$ cat config.mk
export PLATFORM = sky130hd
export DESIGN_NAME = sram2p_req_ctrl
export DESIGN_NICKNAME = d
export VERILOG_FILES = /design/src/rtl/sram2p_ctrl_pkg.sv /design/src/rtl/sram_rsp_fifo.sv /design/src/rtl/sram2p_req_ctrl.sv
export SDC_FILE = /design/constraint.sdc
export NUM_CORES = 1
export LEC_CHECK = 0
export BUFFER_PORTS_ARGS = -buffer_cell sky130_fd_sc_hd__buf_2
export CAP_MARGIN = 20
export CELL_PAD_IN_SITES_DETAIL_PLACEMENT = 0
export CELL_PAD_IN_SITES_GLOBAL_PLACEMENT = 1
export CORE_ASPECT_RATIO = 0.9
export CORE_MARGIN = 5
export CORE_UTILIZATION = 27
export CTS_CLUSTER_SIZE = 24
export DETAILED_ROUTE_END_ITERATION = 7
export PLACE_DENSITY_LB_ADDON = 0.1
export SLEW_MARGIN = 30
export SYNTH_ARGS = -nofsm -noshare
export SYNTH_HDL_FRONTEND = slang
export SYNTH_HIERARCHICAL = 1
export SYNTH_SLANG_ARGS = --single-unit
$ cat constraint.sdc
create_clock -name clk -period 2.6 [get_ports clk]
set_clock_uncertainty 0.1 [all_clocks]
set_input_delay 0.13 -clock clk [delete_from_list [all_inputs] [get_ports clk]]
set_output_delay 0.13 -clock clk [all_outputs]
set_load 0.03 [all_outputs]
$ cat src/rtl/sram2p_ctrl_pkg.sv
// Shared constants and types for the two-port SRAM request controller.
package sram2p_ctrl_pkg;

  localparam int unsigned DEPTH  = 1024;
  localparam int unsigned WIDTH  = 36;
  localparam int unsigned ADDR_W = $clog2(DEPTH);

  typedef logic [WIDTH-1:0]  sram_word_t;
  typedef logic [ADDR_W-1:0] sram_addr_t;

  typedef enum logic {
    CLEAR = 1'b0,
    READY = 1'b1
  } init_state_t;

endpackage

$ cat src/rtl/sram_rsp_fifo.sv
// Two-entry registered response FIFO; head entry is presented combinationally.
module sram_rsp_fifo
  import sram2p_ctrl_pkg::*;
(
  input  logic             clk,
  input  logic             reset_n,
  input  logic             push,
  input  logic [WIDTH-1:0] push_data,
  input  logic             pop,
  output logic [1:0]       count,
  output logic [WIDTH-1:0] head
);

  sram_word_t mem_q [2];
  logic       wr_ptr_q;
  logic       rd_ptr_q;
  logic [1:0] count_q;

  // Storage, pointers and occupancy; push on a full FIFO is only ever paired with a pop.
  always_ff @(posedge clk or negedge reset_n) begin
    if (!reset_n) begin
      mem_q[0] <= '0;
      mem_q[1] <= '0;
      wr_ptr_q <= 1'b0;
      rd_ptr_q <= 1'b0;
      count_q  <= 2'd0;
    end else begin
      if (push) begin
        mem_q[wr_ptr_q] <= push_data;
        wr_ptr_q        <= ~wr_ptr_q;
      end
      if (pop) begin
        rd_ptr_q <= ~rd_ptr_q;
      end
      count_q <= count_q + {1'b0, push} - {1'b0, pop};
    end
  end

  assign count = count_q;
  assign head  = mem_q[rd_ptr_q];

endmodule

$ cat src/rtl/sram2p_req_ctrl.sv
// Request-side controller for a two-port 1024x36 SRAM macro (A: write, B: read).
// Optional post-reset zero fill is enabled by defining SRAM_INIT_CLEAR_EN.
module sram2p_req_ctrl
  import sram2p_ctrl_pkg::*;
(
  input  logic              clk,
  input  logic              reset_n,
  output logic              init_busy,
  input  logic              wr_valid,
  output logic              wr_ready,
  input  logic [ADDR_W-1:0] wr_addr,
  input  logic [WIDTH-1:0]  wr_data,
  input  logic [WIDTH-1:0]  wr_be,
  input  logic              rd_valid,
  output logic              rd_ready,
  input  logic [ADDR_W-1:0] rd_addr,
  output logic              rsp_valid,
  input  logic              rsp_ready,
  output logic [WIDTH-1:0]  rsp_data,
  output logic              CEBA,
  output logic              CEBB,
  output logic              WEBA,
  output logic              WEBB,
  output logic [ADDR_W-1:0] AA,
  output logic [ADDR_W-1:0] AB,
  output logic [WIDTH-1:0]  DA,
  output logic [WIDTH-1:0]  DB,
  output logic [WIDTH-1:0]  BWEBA,
  output logic [WIDTH-1:0]  BWEBB,
  input  logic [WIDTH-1:0]  QB
);

  logic       clr_fire;
  sram_addr_t clr_addr;
  logic       collide;
  logic       wr_fire;
  logic       rd_fire;
  logic       pop;
  logic       s1_valid_q;
  logic [1:0] fifo_count;
  logic [2:0] occ;

`ifdef SRAM_INIT_CLEAR_EN
  init_state_t state_q, state_d;
  sram_addr_t  clr_addr_q, clr_addr_d;

  // Clear FSM state and sweep address.
  always_ff @(posedge clk or negedge reset_n) begin
    if (!reset_n) begin
      state_q    <= CLEAR;
      clr_addr_q <= '0;
    end else begin
      state_q    <= state_d;
      clr_addr_q <= clr_addr_d;
    end
  end

  // Walk addresses 0..DEPTH-1 once, then hand over to normal traffic.
  always_comb begin
    state_d    = state_q;
    clr_addr_d = clr_addr_q;
    clr_fire   = 1'b0;
    unique case (state_q)
      CLEAR: begin
        // Keep the macro quiet while reset is still held.
        clr_fire   = reset_n;
        clr_addr_d = clr_addr_q + 1'b1;
        if (clr_addr_q == sram_addr_t'(DEPTH - 1)) begin
          state_d = READY;
        end
      end
      READY: begin
      end
    endcase
  end

  assign init_busy = (state_q == CLEAR);
  assign clr_addr  = clr_addr_q;
`else
  assign init_busy = 1'b0;
  assign clr_fire  = 1'b0;
  assign clr_addr  = '0;
`endif

  // Handshakes; a colliding read waits so the macro never sees write and read on one word.
  assign collide   = wr_valid & rd_valid & (wr_addr == rd_addr);
  assign wr_ready  = ~init_busy;
  assign rsp_valid = (fifo_count != 2'd0);
  assign pop       = rsp_valid & rsp_ready;
  // pop implies fifo_count >= 1, so occ cannot underflow.
  assign occ       = {1'b0, fifo_count} + {2'b0, s1_valid_q} - {2'b0, pop};
  assign rd_ready  = ~init_busy & ~collide & (occ < 3'd2);
  assign wr_fire   = wr_valid & wr_ready;
  assign rd_fire   = rd_valid & rd_ready;

  // Port A strobes: clear sweep or accepted write, otherwise idle.
  always_comb begin
    CEBA  = 1'b1;
    WEBA  = 1'b1;
    AA    = '0;
    DA    = '0;
    BWEBA = '1;
    if (clr_fire) begin
      CEBA  = 1'b0;
      WEBA  = 1'b0;
      AA    = clr_addr;
      BWEBA = '0;
    end else if (wr_fire) begin
      CEBA  = 1'b0;
      WEBA  = 1'b0;
      AA    = wr_addr;
      DA    = wr_data;
      BWEBA = ~wr_be;
    end
  end

  // Port B strobes: read-only port.
  always_comb begin
    CEBB  = ~rd_fire;
    WEBB  = 1'b1;
    AB    = rd_fire ? rd_addr : '0;
    DB    = '0;
    BWEBB = '1;
  end

  // QB is valid the cycle after the read strobe; track it for the FIFO push.
  always_ff @(posedge clk or negedge reset_n) begin
    if (!reset_n) begin
      s1_valid_q <= 1'b0;
    end else begin
      s1_valid_q <= rd_fire;
    end
  end

  sram_rsp_fifo u_rsp_fifo (
    .clk       (clk),
    .reset_n   (reset_n),
    .push      (s1_valid_q),
    .push_data (QB),
    .pop       (pop),
    .count     (fifo_count),
    .head      (rsp_data)
  );

endmodule
==> impl_metrics.toml, run 1 <==
[routing]
wl_met3_microns = 1320
dr_wl_met2_microns = 9004
dr.max_layer_used = "met4"
drc_errors = 0
routed_wl_microns = 17660
num_vias = 3891
detail_route.wl_per_cell_microns = 18.31
dr.first_iter.drc_count = 78
drtPass1Iterations = 4
drt-met1-wl_microns = 7029
routed_via_density = 4.036
ant_nets = 0

[synth]
yosys-top-cells-area = "dfrtp_1 (40%), mux2_2 (18%), buf_4 (12%)"
syn_area_sq_um = 4822
synth_largest_area_cell = "dfrtp_1"
yosysUniqueCellTypes = 28
avgSynthCellArea_sq_um = 11.62
synthCells = 415
yosysWarnings = 6
synth.yosys.seq_area_share = 0.3996
synth_seq_cells = 77
synth_top_area_share = 0.3996

[global_routing]
track_usage = 0.1603
grt_antenna_before_repair = 3
grt_pass1_wl_microns = 24760
grt_max_degree = 84
grt_pass1_vias = 4156
overflow = 0

[floorplanning]
ios = 341
die_w_microns = 150.9
row_count = 46
start_util = 0.2738
die-area_sq_um = 20640
core_sq_um = 17610
die_h_microns = 136.8

[place]
post-dp-hpwl_microns = 13890
io_buffers = 265
gp_congestion = 0.8315
dp_slack_ns = -0.02057

[sta]
hold_slack_ns = 0.1671
period_share = 1.125
slew_headroom = 0.5298
grt_setup_unrepaired = "true"
layout_min_cycle_time_ns = 2.925
worst_pin_slew_ns = 0.7052
drv_slew = 0
hold_violations = 0
fmax_mhz = 341.9
layout_setup_ws_ns = -0.3252
finalSetupViolCount = 12

[cells_and_area]
seq_area_sq_um = 1927
finalNetCount = 853
final_common_cell = "buf_2"
multi_input_area_sq_um = 2559
final_cell_mix = "buf_2 (252), mux2_2 (78), dfrtp_1 (77)"
layout-drive-gt1-share = 0.5895
area_growth_syn_to_layout_pct = 46.81
fillers = 1817

[clock_tree]
htree_levels = 3
numCtsBuffers = 9
path_clk_slew_ns = 0.06
cts_buffer_depth = 2
clock-root-buffer = "clkbuf_16"
cts_sinks = 77
cts_tree = "done"
clk-insertion-delay-late_ns = 0.32

[setup_path]
arrival_ns = 2.70
endpoint_kind = "output port"
crit_fanout = 5
rrSetupSlack_ns = 0.35
path_class = "flip-flop to output port"
worstPathRequired_ns = 2.37
start_kind = "flip-flop"
ff2ff_path_depth = 9

[run_status]
violations = "setup timing"
outcome = "complete, but fails checks"

[job]
max-cap-violations = 0

[pwr]
power.leakage_nw = 3.554
power.total_mw = 8.108
vdd_ir_drop_max_v = 0.0003208
power.density_nw_per_um2 = 1145

[worst_hold_path]
hp-class = "primary input to flip-flop"
worstHoldPathCells = 4
## sequential cells by signal (all words and copies together), names as in the netlist
register and count:
u_rsp_fifo/wr_ptr_q 1, u_rsp_fifo/count 2, s1_valid_q 1, u_rsp_fifo/rd_ptr_q 1, u_rsp_fifo/mem_q 72
## critical path, cell delays in order (launching register included)
cell and delay (ns):
dfrtp_1 0.38, or2_4 0.25, and2_4 0.15, ha_4 0.20, nand2b_4 0.14, fa_2 0.53
and2_4 0.15, nand2_4 0.07, buf_12 0.15, nor3b_4 0.19, buf_6 0.16
## layout make-up
cell class	count	share of cell area
repair buffers	315	0.2715
multi-input cells	309	0.3614
clock buffers	11	0.03429
clock inverters	5	0.01502
flip-flops and latches	77	0.2722
inverters	4	0.002121
diodes	3	0.001060
well taps	240	0.04242
## Yosys cell counts
cell / count
mux2_2: 78
dfrtp_1: 77
buf_4: 76
and2_1: 47
nand2_1: 38
mux2_4: 30
xnor2_1: 13
clkbuf_1: 10
nor3b_1: 10
buf_2: 4
inv_1: 4
buf_12: 3
clkbuf_8: 3
ha_1: 3
buf_6: 2
conb_1: 2
nand3_1: 2
or2_2: 2
xor2_1: 2
and2_2: 1
and2b_2: 1
fa_1: 1
nand2_2: 1
nand2b_1: 1
nand4_1: 1
nor2_1: 1
nor2b_2: 1
nor4_4: 1
## per-stage QoR
step,instance area [sq um],utilization,TNS [ns],cells
6_report,7079,0.4020,-3.346,964
5_1_grt,7079,0.4020,-4.445,964
4_1_cts,7053,0.4005,-3.597,960
3_5_place_dp,6262,0.3556,-0.07409,907
3_3_place_gp,6262,0.3556,0,907
2_1_floorplan,5261,-,-0.7695,488
## final timing paths
check | startpoint | end
setup / recovery | u_rsp_fifo/count[0] | AB[1]
hold / removal | rd_valid | s1_valid_q
setup reg to reg | u_rsp_fifo/count[0] | s1_valid_q
hold reg to reg | u_rsp_fifo/mem_q[34] | u_rsp_fifo/mem_q[34]
max in group asynchronous | reset_n | u_rsp_fifo/mem_q[27]
min in group asynchronous | reset_n | u_rsp_fifo/mem_q[20]
## where the power goes
group	internal, mW	switching [mW]
sequential	1.81	0.325
clock	0.968	0.478
combinational	2.04	2.49
total	4.82	3.29
## repair_timing
item / 4_1_cts / 5_1_grt
pin swaps: 1 / 1
gates resized for setup: 23 / 1
setup buffers: 0 / 1
endpoints found under the hold margin: 149 / 0
endpoints found under the setup margin: 12 / 12
hold buffers: 37 / 0
gates cloned: 0 / 0
## layer usage
metal  global-route usage  vias up
met5                    0        -
met4              0.04481        0
met1               0.1990     1896
met2               0.2725      161
met3              0.04536       21
li1                     -     1813
## kinds of logic after synthesis
logic type,Yosys count,synth area share
mux,108,0.2756
simple gates,107,0.1251
buf+inv,102,0.1591
flops,77,0.3996
xor+xnor,15,0.02725
fa+ha+maj,4,0.01194
other cells,2,0.001557
No activity file was read; power rests on OpenSTA's default activity.
==> inputs of run 2 (changes only) <==
Settings changed: RECOVER_POWER set to 25.
==> impl_metrics.toml, run 2 (synthesized netlist as in run 1, its figures left out) <==
[job]
max-cap-violations = 1

[cells_and_area]
fillers = 1819
area_growth_syn_to_layout_pct = 46.68
final_common_cell = "buf_2"
largest-register = "u_rsp_fifo/mem_q"
final_cell_mix = "buf_2 (252), mux2_2 (78), dfrtp_1 (77)"
final_area_sq_um = 7073
seq_area_sq_um = 1927
stdcell_count = 964
multi_input_area_sq_um = 2559
finalNetCount = 853
layout-drive-gt1-share = 0.5895
largest_reg_flops = 72
fin_util = 0.4016

[setup_path]
endpoint_kind = "output port"
worstPathRequired_ns = 2.37
crit_fanout = 5
start_kind = "flip-flop"
arrival_ns = 2.70
path_class = "flip-flop to output port"

[clock_tree]
path_clk_slew_ns = 0.06
clk-insertion-delay-late_ns = 0.32
clock-root-buffer = "clkbuf_16"
numCtsBuffers = 9
cts_tree = "done"
htree_levels = 3
cts_sinks = 77
cts_buffer_depth = 2

[sta]
grt_setup_unrepaired = "true"
hold_violations = 0
fmax_mhz = 341.9
drv_slew = 78
finalSetupViolCount = 12
layout_min_cycle_time_ns = 2.925
period_share = 1.125
layout_setup_ws_ns = -0.3252
worst_pin_slew_ns = 1.916
slew_headroom = -0.2774

[pwr]
power.leakage_nw = 3.552
power.density_nw_per_um2 = 1146
power.total_mw = 8.107
vdd_ir_drop_max_v = 0.0003208

[routing]
routed_wl_microns = 17650
ant_nets = 0
detail_route.wl_per_cell_microns = 18.31
num_vias = 3886
drc_errors = 0
routed_via_density = 4.031
drtPass1Iterations = 4
dr.first_iter.drc_count = 78

[place]
gp_congestion = 0.8315
placed_area_sq_um = 6262
io_buffers = 265
dp_cells = 907
post-dp-hpwl_microns = 13890

[floorplanning]
ios = 341
core_sq_um = 17610
die-area_sq_um = 20640
start_util = 0.2738
die_w_microns = 150.9
row_count = 46
die_h_microns = 136.8

[global_routing]
overflow = 0
grt_max_degree = 84
grt_pass1_wl_microns = 24760
grt_antenna_before_repair = 3
grt_pass1_vias = 4156
track_usage = 0.1603

[run_status]
violations = "capacitance limit, slew limit, setup timing"
outcome = "complete, but fails checks"

[worst_hold_path]
hp-class = "primary input to flip-flop"
-- run 2: stage by stage --
| stage | setup WS, ns | hold WS, ns | setup TNS [ns] |
|---|---|---|---|
| global placement | 0.01042 | 0.2461 | 0 |
| CTS | -0.3407 | 0.1210 | -3.597 |
| floorplan | -0.1008 | -0.2656 | -0.7695 |
| detailed placement | -0.02057 | 0.2638 | -0.07409 |
| finish | -0.3252 | 0.1671 | -3.341 |
| global route | -0.4141 | 0.1933 | -4.445 |
-- run 2: power breakdown --
group	switching, mW	total, mW	internal (mW)
Clock	0.478	1.45	0.968
Combinational	2.48	4.52	2.04
Sequential	0.325	2.14	1.81
-- run 2: repair_timing --
action | CTS | global route
hold buffers | 37 | 0
hold endpoints to repair | 149 | 0
endpoints found under the setup margin | 12 | 12
setup buffers | 0 | 1
resized for setup | 23 | 1
pin swaps | 1 | 1
-- run 2: area by class of cell --
type                    instances  area share
diodes                          3    0.001061
clock buffers                  11     0.03432
clock inverters                 5     0.01504
inverters                       4    0.002123
multi-input cells             309      0.3618
flip-flops and latches         77      0.2724
well taps                     240     0.04246
repair buffers                315      0.2708
-- run 2: worst paths after layout --
path	start	end	slack (ns)	cells past startpoint
min reg2reg	u_rsp_fifo/mem_q[34]	u_rsp_fifo/mem_q[34]	0.40	1
max	u_rsp_fifo/count[0]	AB[1]	-0.33	10
max in group asynchronous	reset_n	u_rsp_fifo/mem_q[27]	0.49	2
min in group asynchronous	reset_n	u_rsp_fifo/mem_q[20]	0.78	2
min	rd_valid	s1_valid_q	0.17	4
max reg2reg	u_rsp_fifo/count[0]	s1_valid_q	0.35	9
-- run 2: routing by layer --
metal / global-route usage / part of all wire / up-vias / routed length, microns
met1: 0.1990 / 0.39 / 1887 / 6881
met4: 0.04481 / 0.017 / 0 / 296
met2: 0.2725 / 0.51 / 166 / 8997
met5: 0 / 0 / - / 0
li1: - / - / 1814 / -
met3: 0.04536 / 0.084 / 19 / 1476
-- run 2: critical path, cell delays in order (launching register included) --
cell	delay, ns
dfrtp_1	0.38
or2_4	0.25
and2_4	0.15
ha_4	0.20
nand2b_4	0.14
fa_2	0.53
and2_4	0.15
nand2_4	0.07
buf_12	0.15
nor3b_4	0.19
buf_6	0.16
